**config.mk**
```make
export PLATFORM = sky130hd
export DESIGN_NAME = ladybird_bus_arbiter
export DESIGN_NICKNAME = d
export VERILOG_FILES = /design/src/rtl/ladybird_bus_arbiter.sv
export SDC_FILE = /design/constraint.sdc
export NUM_CORES = 1
export LEC_CHECK = 0
export ABC_AREA = 1
export CORE_AREA = 2 2 121 123
export CTS_CLUSTER_SIZE = 8
export DETAILED_ROUTE_END_ITERATION = 10
export DIE_AREA = 0 0 123 125
export PLACE_DENSITY = 0.56
export SLEW_MARGIN = 20
export SYNTH_ARGS = -nofsm -noshare
export SYNTH_HDL_FRONTEND = slang
export SYNTH_SLANG_ARGS = --single-unit
```
**constraint.sdc**
```tcl
create_clock -name clk -period 3.38 [get_ports clk]
set_clock_uncertainty 0.2 [all_clocks]
set_input_delay 0.338 -clock clk [delete_from_list [all_inputs] [get_ports clk]]
set_output_delay 0.338 -clock clk [all_outputs]
set_load 0.02 [all_outputs]
```
**src/rtl/ladybird_bus_arbiter.sv**
```systemverilog
// Two-port round-robin arbiter onto one memory bus, with selection lock while stalled
// and an owner FIFO that routes in-order responses back to the issuing port.
module ladybird_bus_arbiter #(
  parameter int XLEN            = 32,
  parameter int MAX_OUTSTANDING = 2
) (
  input  logic                               clk,
  input  logic                               anrst,
  input  logic                               nrst,
  input  logic                               p0_req,
  input  logic [XLEN-1:0]                    p0_addr,
  input  logic [XLEN-1:0]                    p0_wdata,
  input  logic [XLEN/8-1:0]                  p0_wstrb,
  output logic                               p0_gnt,
  output logic                               p0_data_gnt,
  output logic [XLEN-1:0]                    p0_rdata,
  input  logic                               p1_req,
  input  logic [XLEN-1:0]                    p1_addr,
  input  logic [XLEN-1:0]                    p1_wdata,
  input  logic [XLEN/8-1:0]                  p1_wstrb,
  output logic                               p1_gnt,
  output logic                               p1_data_gnt,
  output logic [XLEN-1:0]                    p1_rdata,
  output logic                               mem_req,
  output logic [XLEN-1:0]                    mem_addr,
  output logic [XLEN-1:0]                    mem_wdata,
  output logic [XLEN/8-1:0]                  mem_wstrb,
  input  logic                               mem_gnt,
  input  logic                               mem_data_gnt,
  input  logic [XLEN-1:0]                    mem_rdata,
  output logic [$clog2(MAX_OUTSTANDING):0]   outstanding,
  output logic                               protocol_error
);

  localparam int PTR_W = (MAX_OUTSTANDING > 1) ? $clog2(MAX_OUTSTANDING) : 1;
  localparam int CNT_W = $clog2(MAX_OUTSTANDING) + 1;

  logic             active;
  logic             last_grant;
  logic             lock;
  logic             lock_port;
  logic             lock_live;
  logic             sel;
  logic             owner_q [MAX_OUTSTANDING];
  logic [PTR_W-1:0] wr_ptr;
  logic [PTR_W-1:0] rd_ptr;
  logic [CNT_W-1:0] count;
  logic             full;
  logic             empty;
  logic             head;
  logic             handshake;
  logic             pop;

  function automatic logic [PTR_W-1:0] ptr_inc(input logic [PTR_W-1:0] p);
    return (p == PTR_W'(MAX_OUTSTANDING - 1)) ? '0 : p + PTR_W'(1);
  endfunction

  // Either reset being low silences every handshake-type output immediately.
  assign active    = anrst & nrst;
  assign full      = (count == CNT_W'(MAX_OUTSTANDING));
  assign empty     = (count == '0);
  assign head      = owner_q[rd_ptr];
  assign lock_live = lock & (lock_port ? p1_req : p0_req);

  // A dropped lock falls through to normal round-robin in the same cycle.
  always_comb begin
    sel = 1'b0;
    if (lock_live)
      sel = lock_port;
    else if (p0_req && p1_req)
      sel = ~last_grant;
    else if (p1_req)
      sel = 1'b1;
  end

  assign mem_req   = active & (p0_req | p1_req) & ~full;
  assign mem_addr  = sel ? p1_addr  : p0_addr;
  assign mem_wdata = sel ? p1_wdata : p0_wdata;
  assign mem_wstrb = sel ? p1_wstrb : p0_wstrb;
  assign handshake = mem_req & mem_gnt;
  assign p0_gnt    = handshake & ~sel;
  assign p1_gnt    = handshake & sel;

  assign pop         = active & mem_data_gnt & ~empty;
  assign p0_data_gnt = pop & ~head;
  assign p1_data_gnt = pop & head;
  assign p0_rdata    = mem_rdata;
  assign p1_rdata    = mem_rdata;
  assign outstanding = count;

  always_ff @(posedge clk or negedge anrst) begin
    if (!anrst) begin
      last_grant     <= 1'b1;
      lock           <= 1'b0;
      lock_port      <= 1'b0;
      wr_ptr         <= '0;
      rd_ptr         <= '0;
      count          <= '0;
      protocol_error <= 1'b0;
      for (int i = 0; i < MAX_OUTSTANDING; i++) owner_q[i] <= 1'b0;
    end else if (!nrst) begin
      last_grant     <= 1'b1;
      lock           <= 1'b0;
      lock_port      <= 1'b0;
      wr_ptr         <= '0;
      rd_ptr         <= '0;
      count          <= '0;
      protocol_error <= 1'b0;
      for (int i = 0; i < MAX_OUTSTANDING; i++) owner_q[i] <= 1'b0;
    end else begin
      if (handshake) begin
        last_grant      <= sel;
        owner_q[wr_ptr] <= sel;
        wr_ptr          <= ptr_inc(wr_ptr);
      end
      if (pop)
        rd_ptr <= ptr_inc(rd_ptr);
      case ({handshake, pop})
        2'b10:   count <= count + CNT_W'(1);
        2'b01:   count <= count - CNT_W'(1);
        default: count <= count;
      endcase
      // Stalled requests pin the selection; a handshake or a withdrawn request frees it.
      if (handshake) begin
        lock <= 1'b0;
      end else if (mem_req && !mem_gnt) begin
        lock      <= 1'b1;
        lock_port <= sel;
      end else begin
        lock <= lock_live;
      end
      if (mem_data_gnt && empty)
        protocol_error <= 1'b1;
    end
  end

endmodule

```
==> qor.csv, run 1 <==
stage,metric,value,unit
run_status,outcome,completed,
timing,fin. max-slew vios,0,
clock_tree,CTS tree,built,
layout,Final nets,695,
global_routing,GRT Residual Overflow,0,
routing,vias per cell,3.95,
logic_synthesis,"Top FF cell, synth",dfrtp_1,
layout,# fillers,1549,
floorplanning,Site Rows,44,
worst_setup_path,WS Path Type,in2out,
place,routability cong.,0.798,
clock_tree,clk slew on worst S/H paths,0.04,ns
routing,drt wl/cell,12.6,µm
timing,minimum clock period,3.05,ns
timing,final hold vios,0,
logic_synthesis,Synth top area share,0.287,
floorplanning,I/O pin cnt,315,
routing,DRT Pass-1 Iters,4,
power,Power Density,264,nW/µm²
timing,RSZ-0062 raised after global routing,no,
global_routing,All-Layer GR Usage,0.103,
timing,period utilization,0.903,
layout,post-route cell area,4100,µm²
clock_tree,"Setup Fix Bufs, Post-CTS",0,
global_routing,initial antenna violation count,0,
timing,Setup TNS,0,ns
layout,n_diodes,0,
logic_synthesis,Syn Area/Cell,5.65,µm²
worst_setup_path,CP Launch Point,p1_req,
worst_setup_path,R2R depth,7,
worst_setup_path,Crit Path Max Fanout,37,
logic_synthesis,Syn. warnings,0,
worst_setup_path,startpoint types,input pin,
clock_tree,CTS buffer count,3,
worst_setup_path,WP data required,2.84,ns
logic_synthesis,Mapped Cells,375,
timing,Worst-Margin Slew,0.435,ns
floorplanning,Die H,125,µm
layout,layout cell share with drive strength beyond 1,0.0539,
layout,Reg area,251,µm²
timing,relative slew slack,0.710,
timing,worst hold slack,0.229,ns
worst_setup_path,crit path DAT,2.51,ns
logic_synthesis,asr flop ratio synth,1.00,
logic_synthesis,register area share after synthesis,0.119,
global_routing,largest net degree at the start of global routing,39,
logic_synthesis,Commonest cells post-synth,"162 x nand2_1, 69 x buf_4, 61 x nand3_1, 14 x inv_1, 13 x nor2_1",
logic_synthesis,cell with the most instances after synthesis,nand2_1,
power,VDD IR-drop max,0.272,mV
logic_synthesis,Post-Synthesis Cell Area,2120,µm²
routing,Post-DRT Antenna Nets,0,
logic_synthesis,Synth area leaders,"nand2_1 29%, buf_4 24%, nand3_1 14%",
clock_tree,clock root cell,clkbuf_16,
worst_setup_path,CP endpoint kind,output port,
clock_tree,CTS Buffer Depth,2,
hold_path,Worst Hold Class,in2async,
clock_tree,Worst-Skew Late Latency,0.24,ns
layout,Post-Layout Cell Count,703,
place,cell area after placement,4010,µm²
clock_tree,post-CTS sizing,0,
routing,via count,2779,
logic_synthesis,Synth Register Bits,10,
clock_tree,H-Tree Depth,1,
place,Final HPWL DP,7100,µm
timing,Final setup viols,0,
floorplanning,die width,123,µm
layout,Multi-input gate area,1210,µm²
global_routing,number of global-route vias before repair,2700,
clock_tree,Post-CTS Hold Buffers,0,
logic_synthesis,largest area contributor in the netlist,nand2_1,
place,Port Buf Inserts,218,
logic_synthesis,Post-Syn Nets,550,
routing,Initial DRC Count,123,
logic_synthesis,Yosys cell types,22,
routing,final WL,8830,µm
logic_synthesis,number of synthesized flops with an enable pin,0,
global_routing,first-pass GRT wire length,13000,µm
floorplanning,Die ar.,15400,µm²
floorplanning,area of the core,14200,µm²
place,# placed instances,699,
routing,Residual DRC,0,
floorplanning,Initial Util,0.149,
worst_setup_path,r2r startpoint,outstanding[0]$_DFFE_PN0P_,
timing,Max Fclk,0.328,GHz
flow_run,max-cap viol count,0,
power,Leak,1.88,nW
power,"Power, Total",1.08,mW
clock_tree,Clock Sinks,10,
layout,Area Growth Syn to Fin,93.7,%
[worst paths after layout]
path                                              end  slack (ns)
max                                      mem_addr[27]        0.33
min                        outstanding[0]$_DFFE_PN0P_        0.23
max reg2reg                outstanding[0]$_DFFE_PN0P_        1.86
min reg2reg                    owner_q[1]$_DFFE_PN0P_        0.27
max in group asynchronous      last_grant$_DFFE_PN1P_        2.52
min in group clk               owner_q[1]$_DFFE_PN0P_        0.27
[flip-flops by register name (all words and copies together) (netlist names)]
signal	count
owner_q	2
outstanding	2
lock_port	1
protocol_error	1
rd_ptr	1
lock	1
wr_ptr	1
last_grant	1
[placed cells by master, fill, tap and decap left out, drive strengths merged]
master	n
clkdlybuf4s50	218
nand2	163
nand3	72
inv	14
nor2	13
dfrtp	9
buf	8
o21ai	5
clkbuf	4
a21oi	3
nand4	3
o21bai	2
a21boi	1
a31oi	1
or2	1
nand3b	1
dfstp	1
[area by class of cell]
class                      instances  share of cell area
inverter                          14              0.0128
multi-input combinational        265               0.295
clock buffer                       4              0.0217
timing repair buffer             226               0.553
sequential                        10              0.0613
tap                              184              0.0561
[where the power goes]
| part | internal (mW) | switching (mW) |
|---|---|---|
| sequential | 0.136 | 0.0163 |
| clock | 0.178 | 0.0571 |
| combinational | 0.373 | 0.322 |
| total | 0.687 | 0.395 |
[per-layer routing]
| metal | track usage | wire (µm) | up-vias |
|---|---|---|---|
| met2 | 0.192 | 4360 | 156 |
| li1 | - | - | 1407 |
| met5 | 0 | 0 | - |
| met3 | 0.0333 | 982 | 28 |
| met4 | 0.0267 | 168 | 0 |
| met1 | 0.110 | 3330 | 1188 |
[critical path: stages]
cell	delay, ns
clkdlybuf4s50_1	0.60
o21ai_2	0.12
o21ai_4	0.17
buf_4	0.41
nand3_1	0.12
nand2_1	0.11
clkdlybuf4s50_1	0.61
[stage by stage]
step           utilization  worst slack, ns
6_report             0.289            0.328
5_1_grt              0.289            0.204
4_1_cts              0.289            0.312
3_5_place_dp         0.283            0.311
3_3_place_gp         0.283            0.396
2_1_floorplan            -             1.57
[cell families (layout without fill, tap and decap cells)]
kind of cell | Yosys count | after routing | synth area share
compound gates | 12 | 12 | 0.0414
flops | 10 | 10 | 0.119
buf+inv | 100 | 244 | 0.313
simple gates | 253 | 253 | 0.527
(Power assumes the default switching activity.)
==> run 2, diff against run 1 <==
--- a/config.mk
+++ b/config.mk
@@ -6,5 +6,4 @@
 export NUM_CORES = 1
 export LEC_CHECK = 0
-export ABC_AREA = 1
 export CORE_AREA = 2 2 121 123
 export CTS_CLUSTER_SIZE = 8
--- a/constraint.sdc
+++ b/constraint.sdc
@@ -3,3 +3,3 @@
 set_input_delay 0.338 -clock clk [delete_from_list [all_inputs] [get_ports clk]]
 set_output_delay 0.338 -clock clk [all_outputs]
-set_load 0.02 [all_outputs]
+set_load 0.005 [all_outputs]
==> run 2 against run 1 <==
Register-to-register slack lost 0.17 ns. Global-route usage is 1.1 points lower. Sequential share of layout area about the same. Largest power group unchanged. Critical endpoint is now p0_gnt. Critical path depth fell by 2. Total power fell by 21%. Routed wire length fell by 12%.
==> qor.csv, run 2 <==
stage,metric,value,unit
run_status,outcome,completed,
logic_synthesis,cell with the most instances after synthesis,buf_4,
routing,via count,1997,
floorplanning,I/O pin cnt,315,
global_routing,largest net degree at the start of global routing,24,
logic_synthesis,Commonest cells post-synth,"64 x buf_4, 60 x mux2_4, 9 x dfrtp_1, 7 x buf_6",
place,routability cong.,0.727,
logic_synthesis,Synth Register Bits,10,
global_routing,first-pass GRT wire length,11100,µm
timing,period utilization,0.846,
logic_synthesis,Synth area leaders,"mux2_4 43%, buf_4 23%, dfrtp_1 11%",
clock_tree,H-Tree Depth,1,
timing,minimum clock period,2.86,ns
timing,final hold vios,0,
logic_synthesis,number of synthesized flops with an enable pin,0,
flow_run,max-cap viol count,0,
layout,Area Growth Syn to Fin,95.0,%
worst_setup_path,WP data required,2.84,ns
floorplanning,Site Rows,44,
clock_tree,Clock Sinks,10,
global_routing,GRT Residual Overflow,0,
floorplanning,Die ar.,15400,µm²
logic_synthesis,Syn. warnings,0,
layout,layout cell share with drive strength beyond 1,0.219,
clock_tree,post-CTS sizing,0,
clock_tree,clk slew on worst S/H paths,0.04,ns
logic_synthesis,Synth top area share,0.428,
power,Leak,1.72,nW
layout,most frequent cells in the layout,"218 x clkdlybuf4s50_1, 60 x mux2_4, 9 x dfrtp_1",
clock_tree,"Setup Fix Bufs, Post-CTS",0,
logic_synthesis,Post-Syn Nets,370,
routing,vias per cell,3.73,
logic_synthesis,largest area contributor in the netlist,mux2_4,
clock_tree,clock root cell,clkbuf_16,
routing,drt wl/cell,14.6,µm
timing,RSZ-0062 raised after global routing,no,
layout,Final nets,527,
logic_synthesis,"Top FF cell, synth",dfrtp_1,
worst_setup_path,crit path DAT,2.32,ns
clock_tree,Post-CTS Hold Buffers,0,
floorplanning,Initial Util,0.148,
logic_synthesis,register area share after synthesis,0.119,
clock_tree,CTS tree,built,
worst_setup_path,Crit Path Max Fanout,10,
routing,Post-DRT Antenna Nets,0,
floorplanning,die width,123,µm
logic_synthesis,Post-Synthesis Cell Area,2110,µm²
logic_synthesis,Syn Area/Cell,10.8,µm²
timing,Worst-Margin Slew,0.427,ns
hold_path,Worst Hold Class,reg2reg,
floorplanning,area of the core,14200,µm²
routing,final WL,7810,µm
logic_synthesis,asr flop ratio synth,1.00,
timing,Final setup viols,0,
place,Port Buf Inserts,218,
routing,Residual DRC,0,
place,Final HPWL DP,6680,µm
routing,DRT Pass-1 Iters,4,
clock_tree,CTS Buffer Depth,2,
timing,Max Fclk,0.350,GHz
timing,relative slew slack,0.716,
global_routing,initial antenna violation count,0,
layout,n_diodes,0,
worst_setup_path,startpoint types,input pin,
worst_setup_path,CP endpoint kind,output port,
routing,Initial DRC Count,32,
power,VDD IR-drop max,0.131,mV
logic_synthesis,Yosys cell types,33,
power,Power Density,208,nW/µm²
logic_synthesis,Mapped Cells,195,
clock_tree,Worst-Skew Late Latency,0.23,ns
floorplanning,Die H,125,µm
worst_setup_path,WS Path Type,in2out,
timing,fin. max-slew vios,0,
global_routing,All-Layer GR Usage,0.0916,
power,"Power, Total",0.855,mW
global_routing,number of global-route vias before repair,2083,
timing,Setup TNS,0,ns
layout,"most common cell after layout, fill and taps aside",clkdlybuf4s50_1,
clock_tree,CTS buffer count,3,
-- run 2: critical path: stages --
cell,delay (ns)
clkdlybuf4s50_1,0.62
o2111ai_2,0.22
nand2b_1,0.38
a21oi_1,0.22
clkdlybuf4s50_1,0.55
-- run 2: cell families (layout without fill, tap and decap cells) --
group | count (synthesis) | in the layout | share of synthesized area
AO/OA/AOI/OAI | 16 | 16 | 0.0582
XOR/XNOR | 1 | 1 | 0.00416
buffers and inverters | 74 | 230 | 0.272
flip-flops | 10 | 10 | 0.119
multiplexers | 71 | 71 | 0.485
AND/OR/NAND/NOR | 23 | 23 | 0.0618
-- run 2: power by group --
part,switching (mW),internal (mW),total (mW)
logic,0.133,0.384,0.517
clock network,0.0510,0.158,0.209
registers,0.00404,0.125,0.129
-- run 2: area by class of cell --
type                            count  area (µm²)
Clock buffer                        4        78.8
Fill cell                        1479       10100
Sequential cell                    10         251
Tap cell                          184         230
Inverter                            1        3.75
Timing Repair Buffer              225        2260
Multi-Input combinational cell    111        1280
-- run 2: path summary, 6_finish.rpt --
kind,start,endpoint,slack [ns],depth (start not counted)
max,p1_req,p0_gnt,0.52,5
min,last_grant$_DFFE_PN1P_,last_grant$_DFFE_PN1P_,0.30,2
max reg2reg,lock$_DFF_PN0_,owner_q[0]$_DFFE_PN0P_,1.69,5
min reg2reg,last_grant$_DFFE_PN1P_,last_grant$_DFFE_PN1P_,0.30,2
max in group asynchronous,anrst,last_grant$_DFFE_PN1P_,2.43,2
min in group asynchronous,anrst,protocol_error$_DFFE_PN0P_,0.32,2
-- run 2: per-stage QoR --
stage	cells	utilization	worst slack, ns	cell area, µm²	hold slack (ns)
after detailed placement	531	0.284	0.513	4030	0.300
after global routing	535	0.289	0.381	4110	0.327
after CTS	535	0.289	0.501	4110	0.307
after floorplan	195	-	1.48	2110	-0.158
after global placement	531	0.284	0.558	4030	0.292
final	535	0.289	0.522	4110	0.303
-- run 2: layer usage --
layer,track usage,routed length (µm),vias to the layer above
met5,0,0,-
met4,0.0180,114,0
met3,0.0484,1270,12
met2,0.169,3820,178
met1,0.0905,2610,877
li1,-,-,930
